File: config.mk
export PLATFORM = sky130hd
export DESIGN_NAME = kgp_risc_mc_ctrl
export DESIGN_NICKNAME = d
export VERILOG_FILES = /design/src/rtl/kgp_risc_mc_ctrl_pkg.sv /design/src/rtl/kgp_risc_mc_ctrl_decode.sv /design/src/rtl/kgp_risc_mc_ctrl.sv
export SDC_FILE = /design/constraint.sdc
export NUM_CORES = 1
export LEC_CHECK = 0
export CORE_AREA = 2 2 77 79
export DETAILED_ROUTE_END_ITERATION = 7
export DIE_AREA = 0 0 79 81
export GPL_ROUTABILITY_DRIVEN = 0
export GPL_TIMING_DRIVEN = 0
export PLACE_DENSITY = 0.84
export SYNTH_ARGS = -nofsm -noshare
export SYNTH_HDL_FRONTEND = slang
export SYNTH_HIERARCHICAL = 1
export SYNTH_SLANG_ARGS = --single-unit
File: constraint.sdc
create_clock -name clk_i -period 4.3 [get_ports clk_i]
set_input_delay 0.645 -clock clk_i [delete_from_list [all_inputs] [get_ports clk_i]]
set_output_delay 0.645 -clock clk_i [all_outputs]
set_load 0.05 [all_outputs]
File: src/rtl/kgp_risc_mc_ctrl_pkg.sv
// Shared types and constants for the KGP_RISC multi-cycle sequencer and its decoder.
package kgp_risc_mc_ctrl_pkg;

    typedef enum logic [2:0] {
        ST_FETCH,
        ST_DECODE,
        ST_EXEC,
        ST_MEM,
        ST_WB,
        ST_HALT,
        ST_ILLEGAL,
        ST_FAULT
    } state_e;

    typedef enum logic [2:0] {
        CL_ALU_R,
        CL_ALU_I,
        CL_LOAD,
        CL_STORE,
        CL_BRANCH,
        CL_JUMP,
        CL_HALT,
        CL_UNDEF
    } class_e;

    localparam logic [5:0] OP_ALU_R  = 6'h00;
    localparam logic [5:0] OP_ALU_I  = 6'h01;
    localparam logic [5:0] OP_LOAD   = 6'h02;
    localparam logic [5:0] OP_STORE  = 6'h03;
    localparam logic [5:0] OP_BRANCH = 6'h04;
    localparam logic [5:0] OP_JUMP   = 6'h05;
    localparam logic [5:0] OP_HALT   = 6'h3F;

    localparam logic [2:0] ALUOP_ADD = 3'b000;
    localparam logic [2:0] ALUOP_SUB = 3'b001;

    localparam logic [1:0] PCSRC_SEQ    = 2'd0;
    localparam logic [1:0] PCSRC_BRANCH = 2'd1;
    localparam logic [1:0] PCSRC_JUMP   = 2'd2;

    localparam logic [1:0] REGDST_RT  = 2'd0;
    localparam logic [1:0] REGDST_RD  = 2'd1;
    localparam logic [1:0] ALUSRC_REG = 2'd0;
    localparam logic [1:0] ALUSRC_IMM = 2'd1;
    localparam logic [1:0] M2R_ALU    = 2'd0;
    localparam logic [1:0] M2R_MEM    = 2'd1;

    function automatic logic is_mem_class(class_e c);
        return (c == CL_LOAD) || (c == CL_STORE);
    endfunction

endpackage

File: src/rtl/kgp_risc_mc_ctrl_decode.sv
// Combinational opcode/funccode decoder: instruction class plus the ALU-side controls.
module kgp_risc_mc_ctrl_decode
    import kgp_risc_mc_ctrl_pkg::*;
#(
    parameter int OPC_W = 6,
    parameter int FN_W  = 6
) (
    input  logic [OPC_W-1:0] opcode_i,
    input  logic [FN_W-1:0]  funccode_i,
    output logic [2:0]       cls_o,
    output logic [2:0]       aluop_o,
    output logic [1:0]       reg_dest_o,
    output logic [1:0]       alu_src_o
);

    class_e cls;

    // Only the low three funccode bits select the ALU operation.
    logic unused_fn;
    assign unused_fn = ^funccode_i[FN_W-1:3];

    always_comb begin
        cls        = CL_UNDEF;
        aluop_o    = ALUOP_ADD;
        reg_dest_o = REGDST_RT;
        alu_src_o  = ALUSRC_REG;
        case (opcode_i)
            OPC_W'(OP_ALU_R): begin
                cls        = CL_ALU_R;
                aluop_o    = funccode_i[2:0];
                reg_dest_o = REGDST_RD;
            end
            OPC_W'(OP_ALU_I): begin
                cls       = CL_ALU_I;
                aluop_o   = funccode_i[2:0];
                alu_src_o = ALUSRC_IMM;
            end
            OPC_W'(OP_LOAD): begin
                cls       = CL_LOAD;
                alu_src_o = ALUSRC_IMM;
            end
            OPC_W'(OP_STORE): begin
                cls       = CL_STORE;
                alu_src_o = ALUSRC_IMM;
            end
            OPC_W'(OP_BRANCH): begin
                cls     = CL_BRANCH;
                aluop_o = ALUOP_SUB;
            end
            OPC_W'(OP_JUMP): cls = CL_JUMP;
            OPC_W'(OP_HALT): cls = CL_HALT;
            default:         cls = CL_UNDEF;
        endcase
    end

    assign cls_o = cls;

endmodule

File: src/rtl/kgp_risc_mc_ctrl.sv
// Multi-cycle FETCH/DECODE/EXEC/MEM/WB sequencer with req/ack memory and retired-instruction count.
// Define KGP_MC_TIMEOUT_EN to add the memory-ack timeout and the sticky bus_fault state.
module kgp_risc_mc_ctrl
    import kgp_risc_mc_ctrl_pkg::*;
#(
    parameter int OPC_W = 6,
    parameter int FN_W  = 6,
    parameter int CNT_W = 32
`ifdef KGP_MC_TIMEOUT_EN
    ,
    parameter int TMO_CYC = 255
`endif
) (
    input  logic             clk_i,
    input  logic             rst_ni,
    input  logic [OPC_W-1:0] opcode_i,
    input  logic [FN_W-1:0]  funccode_i,
    input  logic             br_taken_i,
    input  logic             mem_ack_i,
    output logic             mem_req_o,
    output logic             mem_we_o,
    output logic             mem_instr_o,
    output logic             ir_write_o,
    output logic             pc_write_o,
    output logic [1:0]       pc_src_o,
    output logic             reg_write_o,
    output logic [1:0]       reg_dest_o,
    output logic [1:0]       ALUsource_o,
    output logic [2:0]       ALUop_o,
    output logic [1:0]       mem_to_reg_o,
    output logic             halted_o,
    output logic             illegal_o,
    output logic             bus_fault_o,
    output logic [CNT_W-1:0] instret_o
);

    logic [2:0] dec_cls;
    logic [2:0] dec_aluop;
    logic [1:0] dec_dst;
    logic [1:0] dec_src;

    kgp_risc_mc_ctrl_decode #(
        .OPC_W(OPC_W),
        .FN_W (FN_W)
    ) u_decode (
        .opcode_i  (opcode_i),
        .funccode_i(funccode_i),
        .cls_o     (dec_cls),
        .aluop_o   (dec_aluop),
        .reg_dest_o(dec_dst),
        .alu_src_o (dec_src)
    );

    state_e           state_q, state_d;
    class_e           lat_cls_q, lat_cls_d;
    logic [2:0]       lat_op_q, lat_op_d;
    logic [1:0]       lat_dst_q, lat_dst_d;
    logic [1:0]       lat_src_q, lat_src_d;
    logic [CNT_W-1:0] instret_q, instret_d;

    logic       mem_req_q, mem_req_d;
    logic       mem_we_q, mem_we_d;
    logic       mem_instr_q, mem_instr_d;
    logic       reg_write_q, reg_write_d;
    logic [1:0] reg_dest_q, reg_dest_d;
    logic [1:0] alu_src_q, alu_src_d;
    logic [2:0] alu_op_q, alu_op_d;
    logic [1:0] mem_to_reg_q, mem_to_reg_d;
    logic       halted_q, halted_d;
    logic       illegal_q, illegal_d;

`ifdef KGP_MC_TIMEOUT_EN
    logic [7:0] wait_q, wait_d;
    logic       bus_fault_q, bus_fault_d;
`endif

    // An ack only counts while a request is actually outstanding.
    logic ack;
    assign ack = mem_ack_i & mem_req_q;

    always_comb begin
        state_d   = state_q;
        lat_cls_d = lat_cls_q;
        lat_op_d  = lat_op_q;
        lat_dst_d = lat_dst_q;
        lat_src_d = lat_src_q;
        if (state_q == ST_DECODE) begin
            lat_cls_d = class_e'(dec_cls);
            lat_op_d  = dec_aluop;
            lat_dst_d = dec_dst;
            lat_src_d = dec_src;
        end

        case (state_q)
            ST_FETCH:  if (ack) state_d = ST_DECODE;
            ST_DECODE: begin
                case (lat_cls_d)
                    CL_HALT:  state_d = ST_HALT;
                    CL_UNDEF: state_d = ST_ILLEGAL;
                    default:  state_d = ST_EXEC;
                endcase
            end
            ST_EXEC: begin
                if (lat_cls_q == CL_ALU_R || lat_cls_q == CL_ALU_I) state_d = ST_WB;
                else if (is_mem_class(lat_cls_q))                  state_d = ST_MEM;
                else                                               state_d = ST_FETCH;
            end
            ST_MEM:    if (ack) state_d = (lat_cls_q == CL_STORE) ? ST_FETCH : ST_WB;
            ST_WB:     state_d = ST_FETCH;
            default:   state_d = state_q;
        endcase

`ifdef KGP_MC_TIMEOUT_EN
        wait_d = '0;
        if ((state_q == ST_FETCH || state_q == ST_MEM) && mem_req_q && !ack) begin
            wait_d = wait_q + 8'd1;
            if (wait_d == 8'(TMO_CYC)) state_d = ST_FAULT;
        end
`endif

        instret_d = instret_q;
        if (state_q != ST_FETCH && state_d == ST_FETCH) instret_d = instret_q + CNT_W'(1);

        // Registered Moore outputs are decoded from the state being entered.
        mem_req_d    = 1'b0;
        mem_we_d     = 1'b0;
        mem_instr_d  = 1'b0;
        reg_write_d  = 1'b0;
        reg_dest_d   = REGDST_RT;
        alu_src_d    = ALUSRC_REG;
        alu_op_d     = ALUOP_ADD;
        mem_to_reg_d = M2R_ALU;
        halted_d     = 1'b0;
        illegal_d    = 1'b0;
`ifdef KGP_MC_TIMEOUT_EN
        bus_fault_d  = 1'b0;
`endif
        if (state_d == ST_EXEC || state_d == ST_MEM || state_d == ST_WB) begin
            reg_dest_d = lat_dst_d;
            alu_src_d  = lat_src_d;
            alu_op_d   = lat_op_d;
        end
        case (state_d)
            ST_FETCH: begin
                mem_req_d   = 1'b1;
                mem_instr_d = 1'b1;
            end
            ST_MEM: begin
                mem_req_d = 1'b1;
                mem_we_d  = (lat_cls_d == CL_STORE);
            end
            ST_WB: begin
                reg_write_d  = 1'b1;
                mem_to_reg_d = (lat_cls_d == CL_LOAD) ? M2R_MEM : M2R_ALU;
            end
            ST_HALT:    halted_d  = 1'b1;
            ST_ILLEGAL: illegal_d = 1'b1;
`ifdef KGP_MC_TIMEOUT_EN
            ST_FAULT:   bus_fault_d = 1'b1;
`endif
            default: ;
        endcase
    end

    always_ff @(posedge clk_i or negedge rst_ni) begin
        if (!rst_ni) begin
            state_q      <= ST_FETCH;
            lat_cls_q    <= CL_ALU_R;
            lat_op_q     <= '0;
            lat_dst_q    <= '0;
            lat_src_q    <= '0;
            instret_q    <= '0;
            mem_req_q    <= 1'b0;
            mem_we_q     <= 1'b0;
            mem_instr_q  <= 1'b0;
            reg_write_q  <= 1'b0;
            reg_dest_q   <= '0;
            alu_src_q    <= '0;
            alu_op_q     <= '0;
            mem_to_reg_q <= '0;
            halted_q     <= 1'b0;
            illegal_q    <= 1'b0;
`ifdef KGP_MC_TIMEOUT_EN
            wait_q       <= '0;
            bus_fault_q  <= 1'b0;
`endif
        end else begin
            state_q      <= state_d;
            lat_cls_q    <= lat_cls_d;
            lat_op_q     <= lat_op_d;
            lat_dst_q    <= lat_dst_d;
            lat_src_q    <= lat_src_d;
            instret_q    <= instret_d;
            mem_req_q    <= mem_req_d;
            mem_we_q     <= mem_we_d;
            mem_instr_q  <= mem_instr_d;
            reg_write_q  <= reg_write_d;
            reg_dest_q   <= reg_dest_d;
            alu_src_q    <= alu_src_d;
            alu_op_q     <= alu_op_d;
            mem_to_reg_q <= mem_to_reg_d;
            halted_q     <= halted_d;
            illegal_q    <= illegal_d;
`ifdef KGP_MC_TIMEOUT_EN
            wait_q       <= wait_d;
            bus_fault_q  <= bus_fault_d;
`endif
        end
    end

    // PC/IR strobes follow the ack and the branch flag within the same cycle.
    logic exec_jump, exec_taken;
    assign exec_jump  = (state_q == ST_EXEC) && (lat_cls_q == CL_JUMP);
    assign exec_taken = (state_q == ST_EXEC) && (lat_cls_q == CL_BRANCH) && br_taken_i;

    assign ir_write_o   = (state_q == ST_FETCH) && ack;
    assign pc_write_o   = ir_write_o || exec_jump || exec_taken;
    assign pc_src_o     = exec_jump ? PCSRC_JUMP : (exec_taken ? PCSRC_BRANCH : PCSRC_SEQ);

    assign mem_req_o    = mem_req_q;
    assign mem_we_o     = mem_we_q;
    assign mem_instr_o  = mem_instr_q;
    assign reg_write_o  = reg_write_q;
    assign reg_dest_o   = reg_dest_q;
    assign ALUsource_o  = alu_src_q;
    assign ALUop_o      = alu_op_q;
    assign mem_to_reg_o = mem_to_reg_q;
    assign halted_o     = halted_q;
    assign illegal_o    = illegal_q;
    assign instret_o    = instret_q;
`ifdef KGP_MC_TIMEOUT_EN
    assign bus_fault_o  = bus_fault_q;
`else
    assign bus_fault_o  = 1'b0;
`endif

endmodule

==> results.cfg, run 1 <==
[outcome]
outcome = finished clean

[clock_tree]
cts_resized = 0
cts.sinks = 59
cts_tree = done
cts_max_level = 3
cts.clk_slew.worst_paths_ps = 70
cts_buffers = 9
clock_path_buffers = 2
cts_setup_buffers = 0
insertion_delay_ps = 340
root_buffer = clkbuf_8
cts_hold_buf = 0

[detailed_routing]
first_iter_violations = 264
ant_nets = 0
route.detailed.drc = 0
vias = 2417
viasPerCell = 5.595
wl_per_cell_um = 15.13
firstDrtPassIters = 4
wirelength_mm = 6.534

[power_and_ir_drop]
p_total_mw = 2.899
p_sw_mw = 1.463
irDropWorstVdd_mv = 0.4427
p_comb_frac = 0.550
p_per_area_nw_per_um2 = 763.1
power.internal_mw = 1.436
p_sw_frac = 0.5046
seqPwrFrac = 0.309
pwr-share-clk = 0.140
leakage_nw = 1.575

[global_route]
grt_overflow = 0
antenna_found_initial = 0
grt_pass1_vias = 2323
grt_max_degree = 42
grtUsageTotal = 0.2179
grt_pass1_wl_mm = 10.74

[flow_run]
cap_violations = 0

[worst_setup_path]
crit_path_max_incr_delay_ps = 820
path_delay_family = buffers and inverters
worst-setup-path-type = reg2out
critPathMaxFanout = 10
end_kind = output pin
crit_buf_inv = 3
arrival_ps = 2680
cp_slowest_cell = clkdlybuf4s50_1
path_cells = buf_2, nor2_1, nand2_1, clkbuf_1, o22ai_1, clkdlybuf4s50_1
required_ps = 3650
start_kind = register

[synthesis]
synth_edf_count = 0
yosys-top-cells-area = dfrtp_1 51%, xor2_1 9.3%, mux2_2 3.9%
seq_area_frac_synth = 0.5069
synth_area_um2 = 2913
syn_inst = 278
synth_top_area_share = 0.5069
ys_types = 44
synth-main-ff-cell = dfrtp_1
ys_seq_elements = 59
syn_avg_cell_area_um2 = 10.48
ys_warn_count = 6
synth.largest_area_cell = dfrtp_1
synthArstFlopShare = 1.000

[placement]
io_buffer_count = 62
hpwl_mm = 4.656

[cells_and_area]
fillers = 457
fin_nets = 371
multi_input_area_um2 = 1316
regArea_um2 = 1476
drive_above_1_share = 0.1261
diodes = 0
syn_to_final_growth_pct = 30.41

[die]
die_width_um = 79
start_util = 0.5132
die_h_um = 81
ioPinCount = 68
core_um2 = 5675
die_area_um2 = 6399
rows = 28

[sta]
final.setup.tns_ps = 0
finClkSkew_ps = 12.88
relSlewSlack = 0.2352
rsz0062_at_grt = no
setup_viol = 0
tightest_slew_ps = 1139
hold_viol_final = 0
period_share = 0.7732
drv_slew = 0
max_freq_mhz = 300.8
post-route-min-period_ps = 3325

[min_path]
min_path_type = in2async
power groups by stage:
stage	sequential (mW)	clock (mW)	combinational, mW
after floorplan	1.31	0	0.680
after global placement	0.897	0	1.55
after detailed placement	0.904	0	1.58
after CTS	0.896	0.415	1.59
after global routing	0.923	0.442	1.70
final	0.897	0.407	1.59
final timing paths:
path	end	slack, ps	from	cells past startpoint
max in group asynchronous	lat_dst_q[1]$_DFF_PN0_	3510	rst_ni	2
worst min-delay path	instret_o[23]$_DFFE_PN0P_	230	rst_ni	1
worst max register to register	instret_o[14]$_DFFE_PN0P_	1750	state_q[0]$_DFF_PN0_	6
worst min register to register	instret_o[31]$_DFFE_PN0P_	470	instret_o[31]$_DFFE_PN0P_	1
min in group clk_i	instret_o[31]$_DFFE_PN0P_	470	instret_o[31]$_DFFE_PN0P_	1
worst max-delay path	pc_write_o	980	state_q[1]$_DFF_PN0_	6
cell usage after synthesis (5+ instances only):
cell type	count
xor2_1	31
inv_1	5
nor2b_1	8
nor4_2	6
nor2_1	14
buf_4	5
nor3_1	21
nor4_1	13
clkbuf_1	7
mux2_2	10
dfrtp_1	59
nand4_1	13
nand2_1	21
a21oi_1	6
nand3_1	11
per-layer routing:
layer,track usage,share of wire,vias up
met1,0.2812,0.44,1192
met5,0,0,-
met3,0.06556,0.053,9
met2,0.3475,0.49,80
li1,-,-,1136
met4,0.08621,0.017,0
final cells by class:
| cell class | count | share of cell area |
|---|---|---|
| plain buffers | 18 | 0.02767 |
| clock buffers | 11 | 0.03459 |
| clock inverters | 3 | 0.004611 |
| inverters | 6 | 0.005929 |
| multi-input cells | 197 | 0.3465 |
| flip-flops and latches | 59 | 0.3887 |
| well taps | 75 | 0.02470 |
| repair buffers | 63 | 0.1673 |
worst register-to-register path: stages, from the launching register on:
cell	delay (ps)
dfrtp_1	410
clkbuf_1	380
o22ai_1	170
a21oi_1	650
clkbuf_1	490
nor4_1	140
xor2_1	190
logic make-up (layout without fill, tap and decap cells):
group                    after synthesis  after routing  share of synthesized area
AO/OA/AOI/OAI                         21             21                    0.04812
XOR/XNOR                              31             31                    0.09321
adder cells (fa/ha/maj)                1              1                   0.004295
buffers and inverters                 24            101                    0.04381
flip-flops                            59             59                     0.5069
multiplexers                          12             12                    0.04553
other                                  2              4                   0.002578
AND/OR/NAND/NOR                      128            128                     0.2556
through the flow:
step | util | worst slack, ps | std cells | hold slack [ps] | instance area, um^2
floorplan | - | 1637 | 280 | 349.4 | 2920
global placement | 0.6404 | 749.5 | 417 | 456.1 | 3635
detailed placement | 0.6431 | 747.2 | 418 | 457.1 | 3650
CTS | 0.6693 | 980.8 | 432 | 241.3 | 3799
global route | 0.6693 | 835.2 | 432 | 251.6 | 3799
finish | 0.6693 | 975.2 | 432 | 232.0 | 3799
registers in the layout (all words and copies together), names as in the netlist, 2 cells and up:
name / flops
lat_dst_q: 2
state_q: 3
instret_o: 32
reg_dest_o: 2
ALUop_o: 3
lat_cls_q: 3
ALUsource_o: 2
lat_op_q: 3
lat_src_q: 2
layout by cell type, fill, tap and decap left out, drive strengths merged, types with 13 or more instances in the layout:
master         count
nor2              14
nor3              21
nand2             22
xor2              31
clkdlybuf4s50     61
clkbuf            18
nand4             13
buf               13
nor4              19
dfrtp             59
No activity file was read; power rests on OpenSTA's default activity.
==> run 2, diff against run 1 <==
Settings changed: CORE_AREA 2 2 77 79 to 2 2 80 82, DIE_AREA 0 0 79 81 to 0 0 82 84, PLACE_DENSITY 0.84 to 0.79.
Clock period 4.3 ns to 3.5 ns, I/O delays scaled along.
==> run 2 against run 1 <==
  * Count of clock-buffer cells in the layout increased by 2
  * Largest power group unchanged
  * Combinational power increased by 23%
  * Wire length decreased by 2.2%
  * Critical endpoint unchanged
  * Highest routed layer unchanged
==> results.cfg, run 2 (synthesis results as in run 1) <==
[clock_tree]
cts_hold_buf = 0
cts_max_level = 3
cts_resized = 0
cts_tree = done
root_buffer = clkbuf_8
cts_buffers = 9
cts.sinks = 59
cts_setup_buffers = 0
clock_path_buffers = 2
cts.clk_slew.worst_paths_ps = 60
insertion_delay_ps = 330

[worst_setup_path]
arrival_ps = 2730
r2r-end = instret_o[25]$_DFFE_PN0P_
start_kind = register
end_kind = output pin
r2r-start = instret_o[5]$_DFFE_PN0P_
reg2reg_depth = 5
reg2reg_slack_ps = 1040
required_ps = 2970
critPathMaxFanout = 10
worst-setup-path-type = reg2out

[min_path]
min_path_type = in2async

[sta]
max_freq_mhz = 306.8
post-route-min-period_ps = 3260
relSlewSlack = 0.1894
setup_viol = 0
final.setup.tns_ps = 0
whs_ps = 143.7
tightest_slew_ps = 1207
hold_viol_final = 0
period_share = 0.9314
finClkSkew_ps = 7.317
rsz0062_at_grt = no
drv_slew = 0

[cells_and_area]
final_cell_mix = 61 x clkdlybuf4s50_1, 59 x dfrtp_1, 31 x xor2_1
final_cell_count_no_fill = 435
diodes = 0
final_common_cell = clkdlybuf4s50_1
fin_nets = 371
final_util = 0.6310
largest_reg_flops = 32
syn_to_final_growth_pct = 32.04
drive_above_1_share = 0.1285
fillers = 508

[die]
core_um2 = 6096
die_h_um = 84
rows = 29
die_area_um2 = 6888
die_width_um = 82
start_util = 0.4778
ioPinCount = 68

[global_route]
grt_pass1_vias = 2259
grt_pass1_wl_mm = 10.78
grt_overflow = 0
antenna_found_initial = 0
grtUsageTotal = 0.2052
grt_max_degree = 42

[detailed_routing]
viasPerCell = 5.405
vias = 2351
route.detailed.drc = 0
wirelength_mm = 6.387
firstDrtPassIters = 5
first_iter_violations = 175
ant_nets = 0
wl_per_cell_um = 14.68

[placement]
dp.cells = 420
hpwl_mm = 4.463
io_buffer_count = 62

[power_and_ir_drop]
irDropWorstVdd_mv = 0.6676
p_total_mw = 3.668
leakage_nw = 1.600
p_per_area_nw_per_um2 = 953.6

[flow_run]
cap_violations = 0

[outcome]
outcome = finished clean
[run 2: worst max path at each step]
stage	cells past startpoint	endpoint	from
after floorplan	8	instret_o[14]$_DFFE_PN0P_	opcode_i[1]
after global placement	1	instret_o[28]$_DFFE_PN0P_	rst_ni
after detailed placement	8	instret_o[14]$_DFFE_PN0P_	opcode_i[2]
after CTS	6	pc_write_o	state_q[1]$_DFF_PN0_
after global routing	6	pc_write_o	state_q[1]$_DFF_PN0_
final	6	pc_write_o	state_q[1]$_DFF_PN0_
[run 2: final cells by class]
| type | instances | area [um^2] | share of cell area |
|---|---|---|---|
| flip-flops and latches | 59 | 1476 | 0.3839 |
| inverters | 6 | 22.52 | 0.005856 |
| well taps | 77 | 96.34 | 0.02505 |
| repair buffers | 63 | 635.6 | 0.1653 |
| clock buffers | 13 | 158.9 | 0.04131 |
| plain buffers | 18 | 105.1 | 0.02733 |
| clock inverters | 2 | 35.03 | 0.009109 |
| multi-input cells | 197 | 1316 | 0.3422 |
[run 2: critical path: stages, from the launching register on]
cell and delay, ps:
dfrtp_1 370, buf_2 170, nor2_1 250, nand2_1 230, clkbuf_1 330, o22ai_1 230
clkdlybuf4s50_1 820
[run 2: power breakdown]
group / internal [mW] / leakage [nW] / switching (mW)
registers: 0.890 / 0.712 / 0.211
clock network: 0.363 / 0.0995 / 0.251
logic: 0.627 / 0.788 / 1.33
total: 1.88 / 1.60 / 1.79
[run 2: metrics by stage]
stage	setup WS (ps)	instance area, um^2
after CTS	293.5	3846
after floorplan	957.5	2920
after global placement	74.13	3637
after detailed placement	104.5	3652
after global routing	116.5	3846
final	240.2	3846
[run 2: per-layer routing]
| layer | share of wire | GRT usage | routed length [um] |
|---|---|---|---|
| met1 | 0.47 | 0.2775 | 2978 |
| met2 | 0.48 | 0.3104 | 3062 |
| met3 | 0.043 | 0.06710 | 277 |
| met4 | 0.011 | 0.06667 | 69 |
| met5 | 0 | 0 | 0 |
